**src/rtl/alu_pkg.sv**
```systemverilog
`default_nettype none
// ============================================================================
//  Module      : alu_pkg
//  Description : Shared definitions for the bit-serial ALU sequencer and its
//                1-bit slice: ALU control codes, slice operation encodings,
//                sequencer states and the control-code decoder.
//  Ports       : none (package)
//  Revision    : 1.0 - initial release
// ============================================================================
package alu_pkg;

   localparam int C_WIDTH_DEFAULT = 32;

   // External ALU control codes
   localparam logic [3:0] C_CTRL_AND = 4'b0000;
   localparam logic [3:0] C_CTRL_OR  = 4'b0001;
   localparam logic [3:0] C_CTRL_ADD = 4'b0010;
   localparam logic [3:0] C_CTRL_SUB = 4'b0110;
   localparam logic [3:0] C_CTRL_SLT = 4'b0111;
   localparam logic [3:0] C_CTRL_NOR = 4'b1100;

   // Result multiplexer select inside the 1-bit slice
   typedef enum logic [1:0] {
      OP_AND  = 2'b00,
      OP_OR   = 2'b01,
      OP_ADD  = 2'b10,
      OP_LESS = 2'b11
   } slice_op_t;

   typedef enum logic [1:0] {
      S_IDLE = 2'd0,
      S_RUN  = 2'd1,
      S_DONE = 2'd2
   } state_t;

   // Decoded control word held for the whole serial operation
   typedef struct packed {
      logic      a_inv;
      logic      b_inv;
      slice_op_t op;
      logic      cin;
      logic      slt;    // replace result by the signed-less-than bit
      logic      arith;  // overflow flag is meaningful (ADD/SUB)
      logic      valid;  // unknown codes run as AND on zero operands
   } ctl_t;

   function automatic ctl_t decode_ctrl(input logic [3:0] code);
      ctl_t c;
      c       = '0;
      c.op    = OP_AND;
      c.valid = 1'b1;
      case (code)
         C_CTRL_AND: c.op = OP_AND;
         C_CTRL_OR:  c.op = OP_OR;
         C_CTRL_ADD: begin
            c.op    = OP_ADD;
            c.arith = 1'b1;
         end
         C_CTRL_SUB: begin
            c.b_inv = 1'b1;
            c.op    = OP_ADD;
            c.cin   = 1'b1;
            c.arith = 1'b1;
         end
         C_CTRL_SLT: begin
            c.b_inv = 1'b1;
            c.op    = OP_ADD;
            c.cin   = 1'b1;
            c.slt   = 1'b1;
         end
         C_CTRL_NOR: begin
            c.a_inv = 1'b1;
            c.b_inv = 1'b1;
            c.op    = OP_AND;
         end
         default: c.valid = 1'b0;
      endcase
      return c;
   endfunction

endpackage
`default_nettype wire

```
**src/rtl/alu_serial_if.sv**
```systemverilog
`default_nettype none
// ============================================================================
//  Module      : alu_serial_if
//  Description : Request/result bundle between the datapath and the
//                bit-serial ALU sequencer.
//  Signals     : start, src1, src2, alu_ctrl   (datapath -> sequencer)
//                busy, done, result, zero, cout, overflow (sequencer -> datapath)
//  Modports    : master (datapath side), slave (sequencer side)
//  Revision    : 1.0 - initial release
// ============================================================================
interface alu_serial_if
   import alu_pkg::*;
#(
   parameter int WIDTH = C_WIDTH_DEFAULT
);
   logic             start;
   logic [WIDTH-1:0] src1;
   logic [WIDTH-1:0] src2;
   logic [3:0]       alu_ctrl;
   logic             busy;
   logic             done;
   logic [WIDTH-1:0] result;
   logic             zero;
   logic             cout;
   logic             overflow;

   modport master (
      output start, src1, src2, alu_ctrl,
      input  busy, done, result, zero, cout, overflow
   );

   modport slave (
      input  start, src1, src2, alu_ctrl,
      output busy, done, result, zero, cout, overflow
   );
endinterface
`default_nettype wire

```
**src/rtl/alu_top.sv**
```systemverilog
`default_nettype none
// ============================================================================
//  Module      : alu_top
//  Description : Combinational 1-bit ALU slice (AND / OR / full-adder / less)
//                with per-operand inversion.
//  Ports       : a_i, b_i           operand bits
//                a_invert_i, b_invert_i  operand inversion controls
//                cin_i              carry in
//                less_i             value selected by OP_LESS
//                op_i               result select
//                result_o, cout_o   slice result and carry out
//  Revision    : 1.0 - initial release
// ============================================================================
module alu_top
   import alu_pkg::*;
(
   input  wire logic      a_i,
   input  wire logic      b_i,
   input  wire logic      a_invert_i,
   input  wire logic      b_invert_i,
   input  wire logic      cin_i,
   input  wire logic      less_i,
   input  wire slice_op_t op_i,
   output      logic      result_o,
   output      logic      cout_o
);
   logic w_a;
   logic w_b;
   logic w_sum;

   assign w_a    = a_i ^ a_invert_i;
   assign w_b    = b_i ^ b_invert_i;
   assign w_sum  = w_a ^ w_b ^ cin_i;
   assign cout_o = (w_a & w_b) | (w_a & cin_i) | (w_b & cin_i);

   always_comb begin
      result_o = 1'b0;
      case (op_i)
         OP_AND:  result_o = w_a & w_b;
         OP_OR:   result_o = w_a | w_b;
         OP_ADD:  result_o = w_sum;
         OP_LESS: result_o = less_i;
         default: result_o = 1'b0;
      endcase
   end
endmodule
`default_nettype wire

```
**src/rtl/alu_serial.sv**
```systemverilog
`default_nettype none
// ============================================================================
//  Module      : alu_serial
//  Description : Bit-serial ALU sequencer. Captures two operands and a control
//                code on start, walks them LSB first through one alu_top
//                slice, then publishes the result with zero/carry/overflow.
//  Ports       : clk   system clock (rising edge)
//                rst   asynchronous active-high reset
//                bus   alu_serial_if.slave: start/src1/src2/alu_ctrl in,
//                      busy/done/result/zero/cout/overflow out
//  Revision    : 1.0 - initial release
// ============================================================================
module alu_serial
   import alu_pkg::*;
#(
   parameter int WIDTH = C_WIDTH_DEFAULT
)(
   input  wire logic clk,
   input  wire logic rst,
   alu_serial_if.slave bus
);
   localparam int               IDX_W     = $clog2(WIDTH);
   localparam logic [IDX_W-1:0] C_IDX_MSB = IDX_W'(WIDTH - 1);

   state_t           state_q, state_d;
   logic [IDX_W-1:0] idx_q;
   logic [WIDTH-1:0] a_q, b_q;
   ctl_t             ctl_q;
   logic             carry_q;
   logic             c_msb_q;   // carry into the MSB slice
   logic [WIDTH-1:0] shift_q;   // result bits collected MSB-side first
   logic [WIDTH-1:0] result_q;
   logic             zero_q, cout_q, ovf_q, done_q;

   ctl_t             w_dec;
   logic             w_accept;
   logic             w_a_bit, w_b_bit;
   logic             w_slice_res, w_slice_cout;
   logic             w_ovf, w_set;
   logic [WIDTH-1:0] w_final;

   // The done cycle still counts as busy, so a start coinciding with done
   // is not taken even though the state register is already back in IDLE.
   assign w_accept = (state_q == S_IDLE) && !done_q && bus.start;

   always_comb begin
      w_dec = decode_ctrl(bus.alu_ctrl);
   end

   // Unknown codes run on zero operands
   assign w_a_bit = a_q[idx_q] & ctl_q.valid;
   assign w_b_bit = b_q[idx_q] & ctl_q.valid;

   alu_top u_slice (
      .a_i        (w_a_bit),
      .b_i        (w_b_bit),
      .a_invert_i (ctl_q.a_inv),
      .b_invert_i (ctl_q.b_inv),
      .cin_i      (carry_q),
      .less_i     (1'b0),
      .op_i       (ctl_q.op),
      .result_o   (w_slice_res),
      .cout_o     (w_slice_cout)
   );

   // Final flags, evaluated in DONE once carry_q holds the MSB carry out
   assign w_ovf   = c_msb_q ^ carry_q;
   assign w_set   = shift_q[WIDTH-1] ^ w_ovf;
   assign w_final = ctl_q.slt ? {{(WIDTH-1){1'b0}}, w_set} : shift_q;

   always_ff @(posedge clk or posedge rst) begin
      if (rst) begin
         state_q <= S_IDLE;
      end else begin
         state_q <= state_d;
      end
   end

   always_comb begin
      state_d = state_q;
      case (state_q)
         S_IDLE:  if (w_accept) state_d = S_RUN;
         S_RUN:   if (idx_q == C_IDX_MSB) state_d = S_DONE;
         S_DONE:  state_d = S_IDLE;
         default: state_d = S_IDLE;
      endcase
   end

   always_ff @(posedge clk or posedge rst) begin
      if (rst) begin
         idx_q    <= '0;
         a_q      <= '0;
         b_q      <= '0;
         ctl_q    <= '0;
         carry_q  <= 1'b0;
         c_msb_q  <= 1'b0;
         shift_q  <= '0;
         result_q <= '0;
         zero_q   <= 1'b0;
         cout_q   <= 1'b0;
         ovf_q    <= 1'b0;
         done_q   <= 1'b0;
      end else begin
         done_q <= (state_q == S_DONE);
         case (state_q)
            S_IDLE: begin
               if (w_accept) begin
                  a_q     <= bus.src1;
                  b_q     <= bus.src2;
                  ctl_q   <= w_dec;
                  carry_q <= w_dec.cin;
                  idx_q   <= '0;
                  c_msb_q <= 1'b0;
               end
            end
            S_RUN: begin
               shift_q <= {w_slice_res, shift_q[WIDTH-1:1]};
               carry_q <= w_slice_cout;
               // Carry out of slice WIDTH-2 is the carry into the MSB slice
               if (idx_q == C_IDX_MSB - 1'b1) begin
                  c_msb_q <= w_slice_cout;
               end
               if (idx_q != C_IDX_MSB) begin
                  idx_q <= idx_q + 1'b1;
               end
            end
            S_DONE: begin
               result_q <= w_final;
               zero_q   <= (w_final == '0);
               cout_q   <= carry_q;
               ovf_q    <= ctl_q.arith & w_ovf;
            end
            default: ;
         endcase
      end
   end

   assign bus.busy     = (state_q != S_IDLE) || done_q;
   assign bus.done     = done_q;
   assign bus.result   = result_q;
   assign bus.zero     = zero_q;
   assign bus.cout     = cout_q;
   assign bus.overflow = ovf_q;
endmodule
`default_nettype wire

```
**src/flat_wrapper.sv**
```systemverilog
// flat-port wrapper written by rule: the top's interface ports become plain ports
module alu_serial_flat import alu_pkg::*;
#(
   parameter int WIDTH = C_WIDTH_DEFAULT
)
  (clk, rst, bus_start, bus_src1, bus_src2, bus_alu_ctrl, bus_busy, bus_done, bus_result, bus_zero, bus_cout, bus_overflow);
  alu_serial_if #(.WIDTH(WIDTH)) bus_i ();
  input  wire logic clk;
  input  wire logic rst;
  input wire logic [$bits(bus_i.start)-1:0] bus_start;
  input wire logic [$bits(bus_i.src1)-1:0] bus_src1;
  input wire logic [$bits(bus_i.src2)-1:0] bus_src2;
  input wire logic [$bits(bus_i.alu_ctrl)-1:0] bus_alu_ctrl;
  output wire logic [$bits(bus_i.busy)-1:0] bus_busy;
  output wire logic [$bits(bus_i.done)-1:0] bus_done;
  output wire logic [$bits(bus_i.result)-1:0] bus_result;
  output wire logic [$bits(bus_i.zero)-1:0] bus_zero;
  output wire logic [$bits(bus_i.cout)-1:0] bus_cout;
  output wire logic [$bits(bus_i.overflow)-1:0] bus_overflow;
  assign bus_i.start = bus_start;
  assign bus_i.src1 = bus_src1;
  assign bus_i.src2 = bus_src2;
  assign bus_i.alu_ctrl = bus_alu_ctrl;
  assign bus_busy = bus_i.busy;
  assign bus_done = bus_i.done;
  assign bus_result = bus_i.result;
  assign bus_zero = bus_i.zero;
  assign bus_cout = bus_i.cout;
  assign bus_overflow = bus_i.overflow;
  alu_serial #(.WIDTH(WIDTH)) u_core (.clk(clk), .rst(rst), .bus(bus_i));
endmodule
```
**config.mk**
```make
export PLATFORM = sky130hd
export DESIGN_NAME = alu_serial_flat
export DESIGN_NICKNAME = d
export VERILOG_FILES = /design/src/rtl/alu_pkg.sv /design/src/rtl/alu_serial_if.sv /design/src/rtl/alu_top.sv /design/src/rtl/alu_serial.sv /design/src/flat_wrapper.sv
export SDC_FILE = /design/constraint.sdc
export NUM_CORES = 1
export LEC_CHECK = 0
export ABC_AREA = 1
export BUFFER_PORTS_ARGS = -buffer_cell sky130_fd_sc_hd__buf_4
export CAP_MARGIN = 30
export CORE_MARGIN = 2
export CORE_UTILIZATION = 50
export CTS_BUF_LIST = sky130_fd_sc_hd__clkbuf_4 sky130_fd_sc_hd__clkbuf_8
export DETAILED_ROUTE_END_ITERATION = 10
export GPL_TIMING_DRIVEN = 0
export PLACE_DENSITY = 0.76
export SYNTH_ARGS = -nofsm -noshare
export SYNTH_HDL_FRONTEND = slang
export SYNTH_SLANG_ARGS = --single-unit
export TNS_END_PERCENT = 5
```
**constraint.sdc**
```tcl
create_clock -name clk -period 9.6 [get_ports clk]
set_input_delay 0.96 -clock clk [delete_from_list [all_inputs] [get_ports clk]]
set_output_delay 0.96 -clock clk [all_outputs]
set_load 0.01 [all_outputs]
```
==> reports/summary.log <==
[clock_network] clock tree root driver cell sky130_fd_sc_hd__clkbuf_8
[synthesis] Seq cells post-synth 148
[placement] cell count after placement 1116
[synthesis] sequential fraction of the synthesis area 54.7%
[routing] post-DR wirelength/cell 14.0 um
[synthesis] number of synthesized flops with an enable pin 0
[synthesis] ys async rst share 100%
[clock_network] H-tree depth 4
[routing] vias post-DR 5797
[flow_run] max capacitance violation total 0
[floorplanning] Die Y 120 um
[critical_path] worst r2r path cells 15
[power] pwr/cell area 293 mW/mm2
[min_path] number of cells on the worst hold path 2
[critical_path] crit start category flop
[grt] number of global-route vias before repair 5779
[synthesis] share of Yosys cell area claimed by the top area cell type 54.7%
[grt] maximum number of pins on one net before global-route repair 83
[min_path] hold path startpoint u_core.b_q[14]
[timing] max_slew headroom 50.9%
[clock_network] TritonCTS clock tree done
[synthesis] cells taking the most area after synthesis sky130_fd_sc_hd__dfrtp_1 (55%), sky130_fd_sc_hd__nand2_1 (17%), sky130_fd_sc_hd__o21ai_0 (6.3%)
[critical_path] data required time at the worst endpoint 9.91 ns
[synthesis] Post-Synthesis Net Count 909
[grt] GRT Overall Usage 24.2%
[grt] GR Util met3 4.25%
[timing] Layout Skew 0.0114 ns
[finish] ratio of cells with drive above 1 in the final layout 18.2%
[critical_path] setup slack of the most critical reg-to-reg path 6.93 ns
[timing] minimum period implied by the final worst setup slack 2.67 ns
[clock_network] number of buffers inserted during clock tree synthesis 17
[critical_path] FF-to-FF End u_core.shift_q[31]
[outcome] status finished, final reports clean
[grt] overflow left after global routing 0
[clock_network] source-to-sink clock delay at the later pin of the worst-skew pair 0.46 ns
[grt] GRT busiest layer met2
[synthesis] Yosys warning total 0
[critical_path] Critical Setup Path Class flop to flop
[synthesis] number of instances in the synthesized netlist 832
[synthesis] most frequent cell after synthesis sky130_fd_sc_hd__nand2_1
[timing] number of hold violations in the final report 0
[placement] worst setup slack after placement 6.96 ns
[finish] Layout Cells excl Fill 1144
[clock_network] Post-CTS Resized 0
[clock_network] clock-pin slew reported for the worst setup and hold paths after clock tree synthesis 0.08 ns
[clock_network] clock tree buffer depth 2
[routing] Iteration-0 DRC Markers 409
[floorplanning] Die W 120 um
[timing] unrepaired setup endpoints after global routing false
[synthesis] most instantiated flip-flop cell in the synthesis netlist sky130_fd_sc_hd__dfrtp_1
[floorplanning] full die area 0.0145 mm2
[critical_path] WP data arrival 2.98 ns
[timing] Final setup viols 0
[floorplanning] starting density of the core 51.1%
[grt] global-route wire length before repair 27400 um
[min_path] path class of the lowest-slack min-delay path flop to flop
[power] static power due to leakage 0.00428 uW
[clock_network] count of clock tree sinks 148
[timing] f_max 374 MHz
[power] maximum resistive drop on vdd 128 uV
[synthesis] largest area contributor in the netlist sky130_fd_sc_hd__dfrtp_1
[grt] routing usage on met1 33.0%
[floorplanning] core area 0.0132 mm2
[placement] final HPWL from detailed placement 11400 um
[critical_path] Worst Setup End Kind flop
[floorplanning] placement row count 42
[clock_network] # Post-CTS Setup Buffers 0
[routing] post-detailed-routing wire length 16000 um
[routing] Residual DRC 0
[routing] first-pass iteration count of the detailed router 5
[power] final total power 2400 uW
[timing] Slew Viols, Final 0
[synthesis] number of distinct library cell variants in the gate-level netlist after synthesis 31
[finish] layout net count 1036
[placement] weighted congestion reported at the end of routability-driven placement 0.822
[timing] final clock period utilization by the worst path 27.8%
[grt] met2 demand-to-capacity share in global routing 38.2%
[synthesis] synth cell count leaders sky130_fd_sc_hd__nand2_1 (302), sky130_fd_sc_hd__dfrtp_1 (148), sky130_fd_sc_hd__inv_1 (93)
[synthesis] post-synthesis area per instance 8.14 um2
[finish] layout-stage area growth over the synthesis result 21.1%
[critical_path] Crit Reg-Reg Startpoint u_core.idx_q[1]
[min_path] Worst Hold End u_core.b_q[14]
[timing] final worst-path setup slack 6.93 ns
[finish] final antenna diode count 0
[routing] Post-DRT Antenna Nets 0
[synthesis] synthesized area 0.00677 mm2
[critical_path] worst-path maximum fanout 10
[placement] # port buffers 107
[floorplanning] top-level I/O count 108
[timing] Worst Tran Pin Value 0.737 ns
[routing] mean number of vias per cell 5.07
[clock_network] CTS Hold Buffers Added 0
[timing] Setup TNS 0 ns
[finish] fillcell total 1186
[grt] antenna violations before repair 0
==> how the worst max path moves through the flow <==
stage	startpoint	depth (start not counted)	to	slack, ns
after global placement	rst	2	u_core.b_q[14]	3.07
after CTS	u_core.idx_q[1]	15	u_core.shift_q[31]	6.96
final	u_core.idx_q[1]	15	u_core.shift_q[31]	6.93
after global routing	u_core.idx_q[1]	15	u_core.shift_q[31]	6.72
after floorplan	rst	1	u_core.a_q[0]	4.66
after detailed placement	u_core.idx_q[1]	15	u_core.shift_q[31]	6.96
==> layout by cell type, fill, tap and decap left out, types with 14 or more instances in the layout <==
cell type / instances
sky130_fd_sc_hd__buf_4: 117
sky130_fd_sc_hd__nand2_1: 302
sky130_fd_sc_hd__clkbuf_1: 15
sky130_fd_sc_hd__nand3_1: 53
sky130_fd_sc_hd__dfrtp_1: 148
sky130_fd_sc_hd__o21ai_0: 85
sky130_fd_sc_hd__clkbuf_8: 20
sky130_fd_sc_hd__inv_1: 92
sky130_fd_sc_hd__nor2_1: 36
sky130_fd_sc_hd__o31ai_1: 14
==> routing by layer <==
metal | vias up | wire length, um
li1 | 2869 | -
met1 | 2735 | 7440
met2 | 157 | 7370
met3 | 36 | 768
met4 | 0 | 427
met5 | - | 0
==> worst max-delay path, cell delays in order (launching register included) <==
cell and delay, ns:
sky130_fd_sc_hd__dfrtp_1 0.42, sky130_fd_sc_hd__buf_6 0.17, sky130_fd_sc_hd__inv_2 0.17, sky130_fd_sc_hd__buf_6 0.18, sky130_fd_sc_hd__nand3_1 0.09, sky130_fd_sc_hd__a21oi_1 0.16
sky130_fd_sc_hd__nor2_1 0.05, sky130_fd_sc_hd__nand2_1 0.15, sky130_fd_sc_hd__nand3_2 0.09, sky130_fd_sc_hd__nand2_1 0.07, sky130_fd_sc_hd__nand2_1 0.09, sky130_fd_sc_hd__fa_1 0.47
sky130_fd_sc_hd__nor2_1 0.11, sky130_fd_sc_hd__nor2_1 0.05, sky130_fd_sc_hd__o311ai_0 0.10, sky130_fd_sc_hd__o21ai_0 0.15
==> state kept, by name, summed over array words and instances, names as in the netlist <==
signal,flops
u_core.c_msb_q,1
u_core.state_q,2
u_core.bus.overflow,1
u_core.bus.zero,1
u_core.bus.done,1
u_core.b_q,32
u_core.bus.cout,1
u_core.a_q,32
u_core.carry_q,1
u_core.idx_q,5
u_core.ctl_q,7
u_core.bus.result,32
u_core.shift_q,32
==> logic make-up (layout without fill, tap and decap cells) <==
family,after synthesis,count (layout),synth area share [%]
xor gates and xnor gates,2,2,0.259
AOI/OAI and AO/OA,122,122,9.75
and+or+nand+nor,413,413,24.8
DFF,148,148,54.7
buffers and inverters,141,277,9.26
adders and majority gates,6,6,1.22
==> report_power, final <==
group | internal (uW) | total [uW] | switching [uW] | leakage [uW]
Clock | 250 | 469 | 220 | 0.000197
Combinational | 353 | 966 | 613 | 0.00219
Sequential | 853 | 963 | 110 | 0.00190
==> cell type report <==
| type | instances | area, um2 | share of cell area [%] |
|---|---|---|---|
| Buffer | 43 | 256 | 3.13 |
| Clock buffer | 22 | 290 | 3.54 |
| Clock inverter | 6 | 80.1 | 0.977 |
| Inverter | 98 | 375 | 4.58 |
| Multi-Input combinational cell | 543 | 2440 | 29.8 |
| Sequential cell | 148 | 3700 | 45.2 |
| Tap cell | 176 | 220 | 2.69 |
| Timing Repair Buffer | 108 | 831 | 10.1 |
==> per-stage QoR <==
stage               utilization [%]  instance area [um2]  hold WS (ns)
floorplan                         -                 6770         0.448
global placement               58.9                 7800         0.455
detailed placement             59.1                 7830         0.467
CTS                            61.9                 8200         0.484
global route                   61.9                 8200         0.497
finish                         61.9                 8200         0.481
(Power assumes the default switching activity.)
